[src/rtl/signed_mac_accum.sv]
// Signed multiply-accumulate: sums COUNT signed products into one ACC_W-bit result behind valid/ready.
// Build option: MAC_SATURATE_EN clamps the accumulator on overflow; when it is undefined the sum wraps.
module signed_mac_accum #(
  parameter int unsigned IN_W  = 8,
  parameter int unsigned ACC_W = 24,
  parameter int unsigned COUNT = 4
) (
  input  logic             clk,
  input  logic             rst,
  input  logic             in_valid,
  output logic             in_ready,
  input  logic [IN_W-1:0]  in_a,
  input  logic [IN_W-1:0]  in_b,
  output logic             out_valid,
  input  logic             out_ready,
  output logic [ACC_W-1:0] out_sum,
  output logic             out_overflow
);

  localparam int unsigned P_W   = 2 * IN_W;
  localparam int unsigned S_W   = ACC_W + 1;
  localparam int unsigned CNT_W = $clog2(COUNT + 1);
  localparam logic [CNT_W-1:0] CNT_MAX  = CNT_W'(COUNT);
  localparam logic [CNT_W-1:0] CNT_LAST = CNT_W'(COUNT - 1);

  typedef enum logic {ST_ACCUM, ST_HOLD} state_e;

  state_e                  state_q, state_d;
  logic [CNT_W-1:0]        cnt_q, cnt_d;
  logic signed [P_W-1:0]   p_q, p_d;
  logic                    p_v_q, p_v_d;
  logic                    p_first_q, p_first_d;
  logic                    p_last_q, p_last_d;
  logic [ACC_W-1:0]        acc_q, acc_d;
  logic                    ovf_acc_q, ovf_acc_d;
  logic                    out_valid_q, out_valid_d;
  logic [ACC_W-1:0]        out_sum_q, out_sum_d;
  logic                    out_overflow_q, out_overflow_d;

  logic                    accept;
  logic signed [P_W-1:0]   a_ext, b_ext;
  logic signed [S_W-1:0]   p_ext, base, sum;
  logic                    step_ovf;
  logic [ACC_W-1:0]        acc_step;

  assign in_ready     = (state_q == ST_ACCUM) && (cnt_q < CNT_MAX) && !rst;
  assign accept       = in_valid && in_ready;
  assign out_valid    = out_valid_q;
  assign out_sum      = out_sum_q;
  assign out_overflow = out_overflow_q;

  // Accumulate one extra bit wide so a sign disagreement flags overflow.
  always_comb begin
    a_ext    = P_W'($signed(in_a));
    b_ext    = P_W'($signed(in_b));
    p_ext    = {{(S_W - P_W){p_q[P_W-1]}}, p_q};
    base     = p_first_q ? '0 : {acc_q[ACC_W-1], acc_q};
    sum      = base + p_ext;
    step_ovf = p_v_q && (sum[ACC_W] != sum[ACC_W-1]);
    acc_step = sum[ACC_W-1:0];
`ifdef MAC_SATURATE_EN
    if (step_ovf) begin
      acc_step = sum[ACC_W] ? {1'b1, {(ACC_W-1){1'b0}}} : {1'b0, {(ACC_W-1){1'b1}}};
    end
`endif
  end

  // Next-state: product stage, accumulate stage and result handshake.
  always_comb begin
    state_d        = state_q;
    cnt_d          = cnt_q;
    p_d            = p_q;
    p_v_d          = 1'b0;
    p_first_d      = p_first_q;
    p_last_d       = p_last_q;
    acc_d          = acc_q;
    ovf_acc_d      = ovf_acc_q;
    out_valid_d    = out_valid_q;
    out_sum_d      = out_sum_q;
    out_overflow_d = out_overflow_q;

    if (accept) begin
      p_d       = a_ext * b_ext;
      p_v_d     = 1'b1;
      p_first_d = (cnt_q == '0);
      p_last_d  = (cnt_q == CNT_LAST);
      cnt_d     = cnt_q + CNT_W'(1);
    end

    if (p_v_q) begin
      acc_d     = acc_step;
      ovf_acc_d = (p_first_q ? 1'b0 : ovf_acc_q) | step_ovf;
      if (p_last_q) begin
        out_sum_d      = acc_step;
        out_overflow_d = ovf_acc_d;
        out_valid_d    = 1'b1;
        state_d        = ST_HOLD;
      end
    end

    if ((state_q == ST_HOLD) && out_valid_q && out_ready) begin
      out_valid_d = 1'b0;
      cnt_d       = '0;
      state_d     = ST_ACCUM;
    end
  end

  always_ff @(posedge clk) begin
    if (rst) begin
      state_q        <= ST_ACCUM;
      cnt_q          <= '0;
      p_q            <= '0;
      p_v_q          <= 1'b0;
      p_first_q      <= 1'b0;
      p_last_q       <= 1'b0;
      acc_q          <= '0;
      ovf_acc_q      <= 1'b0;
      out_valid_q    <= 1'b0;
      out_sum_q      <= '0;
      out_overflow_q <= 1'b0;
    end else begin
      state_q        <= state_d;
      cnt_q          <= cnt_d;
      p_q            <= p_d;
      p_v_q          <= p_v_d;
      p_first_q      <= p_first_d;
      p_last_q       <= p_last_d;
      acc_q          <= acc_d;
      ovf_acc_q      <= ovf_acc_d;
      out_valid_q    <= out_valid_d;
      out_sum_q      <= out_sum_d;
      out_overflow_q <= out_overflow_d;
    end
  end

endmodule

[config.mk]
export PLATFORM = sky130hd
export DESIGN_NAME = signed_mac_accum
export DESIGN_NICKNAME = d
export VERILOG_FILES = /design/src/rtl/signed_mac_accum.sv
export SDC_FILE = /design/constraint.sdc
export NUM_CORES = 1
export LEC_CHECK = 0
export BUFFER_PORTS_ARGS = -buffer_cell sky130_fd_sc_hd__buf_4
export CAP_MARGIN = 20
export CORE_MARGIN = 4
export CORE_UTILIZATION = 60
export DETAILED_ROUTE_END_ITERATION = 10
export GPL_TIMING_DRIVEN = 0
export PLACE_DENSITY_LB_ADDON = 0.15
export RECOVER_POWER = 25
export SKIP_CTS_REPAIR_TIMING = 1
export SLEW_MARGIN = 20
export SYNTH_ARGS = -nofsm -noshare
export SYNTH_HDL_FRONTEND = slang
export SYNTH_SLANG_ARGS = --single-unit
[constraint.sdc]
create_clock -name clk -period 6.31 [get_ports clk]
set_clock_uncertainty 0.1 [all_clocks]
set_input_delay 1.5775 -clock clk [delete_from_list [all_inputs] [get_ports clk]]
set_output_delay 1.5775 -clock clk [all_outputs]
set_load 0.01 [all_outputs]
# ---- Word level (Yosys, flattened, before mapping)
# Cells that the tools add are included.
dict set report word_totals {
  ff_bits 73
  wordCells 30
}
dict set report op_classes {
  addsub 2
  n_mul 1
  n_lt_le_gt_ge 1
  eq_ne 2
  muxes 3
  bitwise 2
  reduce_logical 9
}
# operator n
set ops {}
lappend ops {{$add 25x16->25} 1}
lappend ops {{$mux 25} 1}
lappend ops {{$mul 8x8->16} 1}
lappend ops {{$logic_and 1x1->1} 5}
lappend ops {{$add 3x1->3 const B} 1}
lappend ops {{$eq 3x2->1 const B} 1}
lappend ops {{$logic_not 3->1} 1}
lappend ops {{$lt 3x3->1 const B} 1}
lappend ops {{$mux 1} 2}
lappend ops {{$reduce_and 2->1} 1}
lappend ops {{$reduce_or 2->1} 1}
lappend ops {{$logic_not 1->1} 1}
lappend ops {{$ne 1x1->1} 1}
lappend ops {{$not 1->1} 1}
lappend ops {{$or 1x1->1} 1}

# ---- Depth between registers and ports, before layout
# Gate-level depths: netlist (run 1).
dict set report logic_depth {
  ltp_word 5
  ltp_mapped 18
}

# ---- Worst setup path before layout (run 1)
# No wires, ideal clock.
dict set report synth_path {
  path_kind {input-to-reg}
  startpoint {input in_b[4]}
  endpoint {register p_q[14]}
  arrival_ns 5.436
  slack_ns 0.658
  stages 17
  path_buffers 0
  path_cell_list {and2_1 -> fa_1 -> inv_1 -> fa_1 -> inv_1 -> fa_1 -> inv_1 -> fa_1 -> inv_1 -> ha_1 -> o21a_1 -> o21ai_0 -> a21oi_1 -> o211ai_1 -> a21boi_0 -> or3_1 -> a31o_2}
}
dict set report synth_via {
  elab_chain_len 1
}
# element line_no
set synth_lines {}
lappend synth_lines {{start: declaration} 13} ;# input logic [IN_W-1:0] in_b,
lappend synth_lines {{$mul 8x8->16} 83} ;# p_d = a_ext * b_ext;
lappend synth_lines {{end signal: assignment} 124} ;# p_q <= p_d;
lappend synth_lines {{end: declaration} 30} ;# logic signed [P_W-1:0] p_q, p_d;
# Every way passes these cells.
# A chain may end at the register's enable or synchronous reset.

# ---- Worst setup path in the final report (run 1)
# Same ends and word-level chain as after synthesis.

==> impl_metrics.toml, run 1 <==
[pwr]
p_int_mw = 1.17
cellLeakagePower_nw = 3.13
ir_drop_v = 0.000140
p_per_area_mw_per_mm2 = 282
comb_power_share = 0.550
switchingPower_mw = 0.837
p_sw_frac = 0.418
clock_power_share = 0.183
seq_power_share = 0.267

[timing]
tightest_slew_ps = 840
max_slew_margin = 0.440
fmax_mhz = 175
slew_violations = 0
setup_violations = 0
layout_min_cycle_time_ps = 5710
tns_ps = 0
rsz0062_at_grt = "no"
hold_viol_final = 0
whs_ps = 354
fin_crit_sh = 0.905

[worst_setup_path]
cp_slowest_cell = "fa_1"
crit_path_end_kind = "register"
crit_required_ps = 6460
cp_max_fo = 8
worst_ep_arrival_time_ps = 5860
critPathLaunchType = "input pin"
cp_num_buf_inv = 5
critical_path.top_delay_family = "adder cells"
crit_type = "in2reg"
max_stage_delay_ps = 540
path_cells = "buf_4 > and2_1 > fa_1 > inv_1 > fa_1 > inv_1 > fa_1 > inv_1 > fa_1 > inv_1 > ha_1 > o21a_1 > o21ai_0 > a21oi_1 > o211ai_1 > a21boi_0 > or3_1 > a31o_2"

[clocking]
htreeDepth = 3
cts_tree = "built"
cts_sinks = 73
clock_latency_ps = 360
clk_path_buf_depth = 2
cts_root_buffer = "clkbuf_8"
cts_buffers = 9
clk_pin_slew_ps = 80

[floorplan]
start_util = 0.622
pin_count = 47
fp.dieArea_sq_mm = 0.0125
die_h_um = 112
dieWidth_um = 112
rows = 37
core_sq_mm = 0.0104

[yosys]
ys_warn_count = 0
synth_common_cells = "inv_1, nand2_1, dfxtp_1"
synth_largest_area_cell = "dfxtp_1"
yosys-top-cells-area = "dfxtp_1, fa_1, ha_1"
synth-main-ff-cell = "dfxtp_1"
ys_seq_area_frac = 0.226
synth_edf_count = 0
postSynth.asyncResetShare = 0
netlist_instances = 776
avgSynthCellArea_sq_um = 8.35
synthesis.area_sq_mm = 0.00648
synth_nets = 908
synth_top_area_frac = 0.226
ys_ff_latch = 73
synth_cell_types = 54

[drt]
drc_errors = 0
ant_nets = 0
wl_mm = 15.1
first_iter_violations = 365
via_per_inst = 5.58
drt-pass1-iter-count = 5
routedWlPerCell_um = 15.5
dr_total_vias = 5431

[layout]
drive_above_1_share = 0.0597
area_growth_pct = 9.52
antennaDiodeCount = 0
stdcell_count = 974
final_nets = 965
fill_cells = 885

[place]
routabilityCongestion = 0.962
portBuffers = 46
hpwl_mm = 12.4
place_inst = 958

[outcome]
outcome = "finished, final reports clean"

[global_routing]
overflow = 0
grt_usage = 0.251
grt_pass1_wl_mm = 26.0
first_global_vias = 5736
antenna_found_initial = 0
grt_start_max_net_pins = 14

[flow_run]
max_cap_viol_count = 0

[min_path]
min_path_type = "reg2reg"
cell type report:
cell class | instances | area, sq um | share of cell area
Timing Repair Buffer | 46 | 251 | 0.0354
Clock buffer | 10 | 128 | 0.0180
Sequential cell | 73 | 1460 | 0.206
Inverter | 94 | 353 | 0.0497
Multi-Input combinational cell | 583 | 4560 | 0.643
Buffer | 26 | 101 | 0.0143
Clock inverter | 6 | 67.6 | 0.00952
Tap cell | 136 | 170 | 0.0240
cells by family after synthesis:
group,Yosys count,synth area share
AOI/OAI and AO/OA,150,0.149
and+or+nand+nor,271,0.204
muxes,15,0.0234
adders and majority gates,112,0.281
xor gates and xnor gates,35,0.0473
DFF,73,0.226
buffers and inverters,120,0.0701
state kept, by name, indices dropped and copies added (netlist names):
signal        flops
acc_q            24
out_sum          24
p_q              16
cnt_q             3
out_overflow      1
out_valid         1
ovf_acc_q         1
p_first_q         1
p_last_q          1
p_v_q             1
routing by layer:
metal	wire, um	track usage	share of wire	vias to the layer above
met5	0	0	0	-
met4	316	0.0892	0.021	0
met3	656	0.0337	0.044	29
met2	7750	0.465	0.51	137
met1	6340	0.294	0.42	2597
li1	-	-	-	2668
power by group through the flow:
| stage | clock, mW | combinational, mW | sequential [mW] |
|---|---|---|---|
| after floorplan | 0 | 0.880 | 0.534 |
| after global placement | 0 | 1.06 | 0.544 |
| after detailed placement | 0 | 1.10 | 0.545 |
| after CTS | 0.367 | 1.11 | 0.535 |
| after global routing | 0.386 | 1.26 | 0.540 |
| final | 0.367 | 1.10 | 0.535 |
per-stage QoR:
stage | util | total power [mW] | instance area, sq um | setup slack (ps)
4_1_cts | 0.690 | 2.01 | 7190 | 640
2_1_floorplan | - | 1.41 | 6480 | 658
3_5_place_dp | 0.671 | 1.64 | 6990 | 267
3_3_place_gp | 0.671 | 1.60 | 6990 | 303
5_1_grt | 0.681 | 2.18 | 7090 | 377
6_report | 0.681 | 2.00 | 7090 | 601
cell usage in the layout (no fill, tap or decap), types with 4 or more instances in the layout:
cell	synthesis	final
a211oi_1	12	12
a21o_1	6	6
a21oi_1	62	62
a311o_1	4	4
a31oi_1	4	4
and2_1	45	45
and3_1	4	4
buf_4	0	21
clkbuf_1	22	48
clkbuf_8	0	9
dfxtp_1	73	73
fa_1	56	56
ha_1	56	56
inv_1	93	93
mux2i_1	14	14
nand2_1	93	93
nand2b_1	10	10
nand3_1	12	12
nor2_1	55	55
nor2b_1	34	34
nor3_1	6	6
o211ai_1	4	4
o21a_1	9	9
o21ai_0	22	22
o22ai_1	5	5
xnor2_1	23	23
xor2_1	12	12
worst paths after layout:
path	to	cells past startpoint	slack (ps)	start
max	p_q[14]	18	600	in_b[4]
min reg2reg	out_sum[4]	2	350	out_sum[4]
max reg2reg	ovf_acc_q	10	2660	p_first_q
min	out_sum[4]	2	350	out_sum[4]
tightest hold or removal path, stage by stage (launching register included):
cell and delay (ps):
dfxtp_1 310, nand2_1 50, a21oi_1 50
(Power assumes the default switching activity.)
==> inputs of run 2 (changes only) <==
- PLACE_DENSITY: unset -> 0.79
- PLACE_DENSITY_LB_ADDON: 0.15 -> unset
==> run 2 against run 1 <==
  * Non-clock buffer count unchanged
  * Clock-buffer cell count stayed put
  * Flip-flop and latch count stayed put
  * Clock power up 24%
  * Cell count unchanged
  * Combinational power about the same
  * Fmax decreased by 1.4%
==> impl_metrics.toml, run 2 (same netlist as run 1, synthesis figures left out) <==
[outcome]
outcome = "finished, final reports clean"

[floorplan]
pin_count = 47
die_h_um = 112
fp.dieArea_sq_mm = 0.0125
start_util = 0.622
dieWidth_um = 112
core_sq_mm = 0.0104
rows = 37

[drt]
wl_mm = 16.1
via_per_inst = 5.79
first_iter_violations = 401
dr_total_vias = 5635
drt-pass1-iter-count = 5
routedWlPerCell_um = 16.5
ant_nets = 0
drc_errors = 0

[clocking]
clk_path_buf_depth = 2
cts_buffers = 9
clock_latency_ps = 360
cts_tree = "built"
cts_root_buffer = "clkbuf_8"
clk_pin_slew_ps = 80
htreeDepth = 3
cts_sinks = 73

[pwr]
p_per_area_mw_per_mm2 = 296
ir_drop_v = 0.000324
fin_total_pwr_mw = 2.12
cellLeakagePower_nw = 3.17

[global_routing]
overflow = 0
antenna_found_initial = 0
first_global_vias = 5525
grt_start_max_net_pins = 14
grt_pass1_wl_mm = 27.0
grt_usage = 0.263

[worst_setup_path]
r2r_end = "out_overflow"
crit_required_ps = 6460
cp_slowest_cell = "fa_1"
critPathLaunchType = "input pin"
critical_path.top_delay_family = "adder cells"
rr_worst_depth = 10
worst_ep_arrival_time_ps = 5940
cp_num_buf_inv = 5
crit_type = "in2reg"
cp_max_fo = 8
max_stage_delay_ps = 530
rrSetupSlack_ps = 2470
path_cells = "buf_4 > and2_1 > fa_1 > inv_1 > fa_1 > inv_1 > fa_1 > inv_1 > fa_1 > inv_1 > ha_1 > o21a_1 > o21ai_0 > a21oi_1 > o211ai_1 > a21boi_0 > or3_1 > a31o_2"
crit_path_end_kind = "register"
r2r_start = "p_first_q"

[flow_run]
max_cap_viol_count = 0

[timing]
hold_viol_final = 0
tightest_slew_ps = 825
slew_violations = 0
layout_setup_ws_ps = 517
rsz0062_at_grt = "no"
setup_violations = 0
fmax_mhz = 173
tns_ps = 0
max_slew_margin = 0.450
layout_min_cycle_time_ps = 5790
fin_crit_sh = 0.918

[place]
place_inst = 958
hpwl_mm = 12.7
portBuffers = 46
routabilityCongestion = 0.971
place_ws_ps = 156

[min_path]
min_path_type = "reg2reg"
hold_end = "out_sum[13]"
min-delay-start = "out_sum[13]"
hold_path_depth = 2

[layout]
antennaDiodeCount = 0
layout_common_cells = "inv_1, nand2_1, dfxtp_1"
drive_above_1_share = 0.0632
final_nets = 965
multi_input_area_sq_mm = 0.00456
fill_cells = 915
area_growth_pct = 10.4
stdcell_count = 974
regArea_sq_mm = 0.00146
==> run 2: worst max-delay path by stage <==
| stage | start | endpoint | slack, ps | depth (start not counted) |
|---|---|---|---|---|
| 2_1_floorplan | in_b[4] | p_q[14] | 660 | 17 |
| 3_3_place_gp | in_b[4] | p_q[14] | 290 | 18 |
| 3_5_place_dp | in_b[4] | p_q[14] | 160 | 18 |
| 4_1_cts | in_b[4] | p_q[14] | 520 | 18 |
| 5_1_grt | in_b[2] | p_q[15] | 270 | 17 |
| 6_report | in_b[4] | p_q[14] | 520 | 18 |
==> run 2: worst reg2reg max path: cells and delay by family (launching register included) <==
family                     cells  cell delay [ps]
AOI/OAI and AO/OA              4             1300
xor gates and xnor gates       1              330
adders and majority gates      1              390
buffers and inverters          1              520
DFF                            1              570
and+or+nand+nor                3              500
==> run 2: layer usage <==
layer,up-vias,share of wire,GRT usage
met4,0,0.020,0.0722
li1,2671,-,-
met2,166,0.47,0.421
met3,36,0.057,0.0408
met1,2762,0.45,0.373
met5,-,0,0
==> run 2: area by class of cell <==
class                      instances  share of cell area
buffer                            26              0.0142
clock buffer                      10              0.0178
clock inverter                     6              0.0157
inverter                          94              0.0493
multi-input combinational        583               0.638
sequential                        73               0.204
tap                              136              0.0238
timing repair buffer              46              0.0367
==> run 2: report_power, final <==
group	internal [mW]	total, mW	switching [mW]
logic	0.481	1.12	0.643
registers	0.503	0.538	0.0346
clock network	0.265	0.454	0.189
total	1.25	2.12	0.867
==> run 2: metrics by stage <==
| step | util | cell area (sq um) | hold slack, ps |
|---|---|---|---|
| finish | 0.686 | 7150 | 358 |
| global route | 0.686 | 7150 | 384 |
| CTS | 0.694 | 7230 | 363 |
| detailed placement | 0.671 | 6990 | 351 |
| global placement | 0.671 | 6990 | 347 |
| floorplan | - | 6480 | 336 |
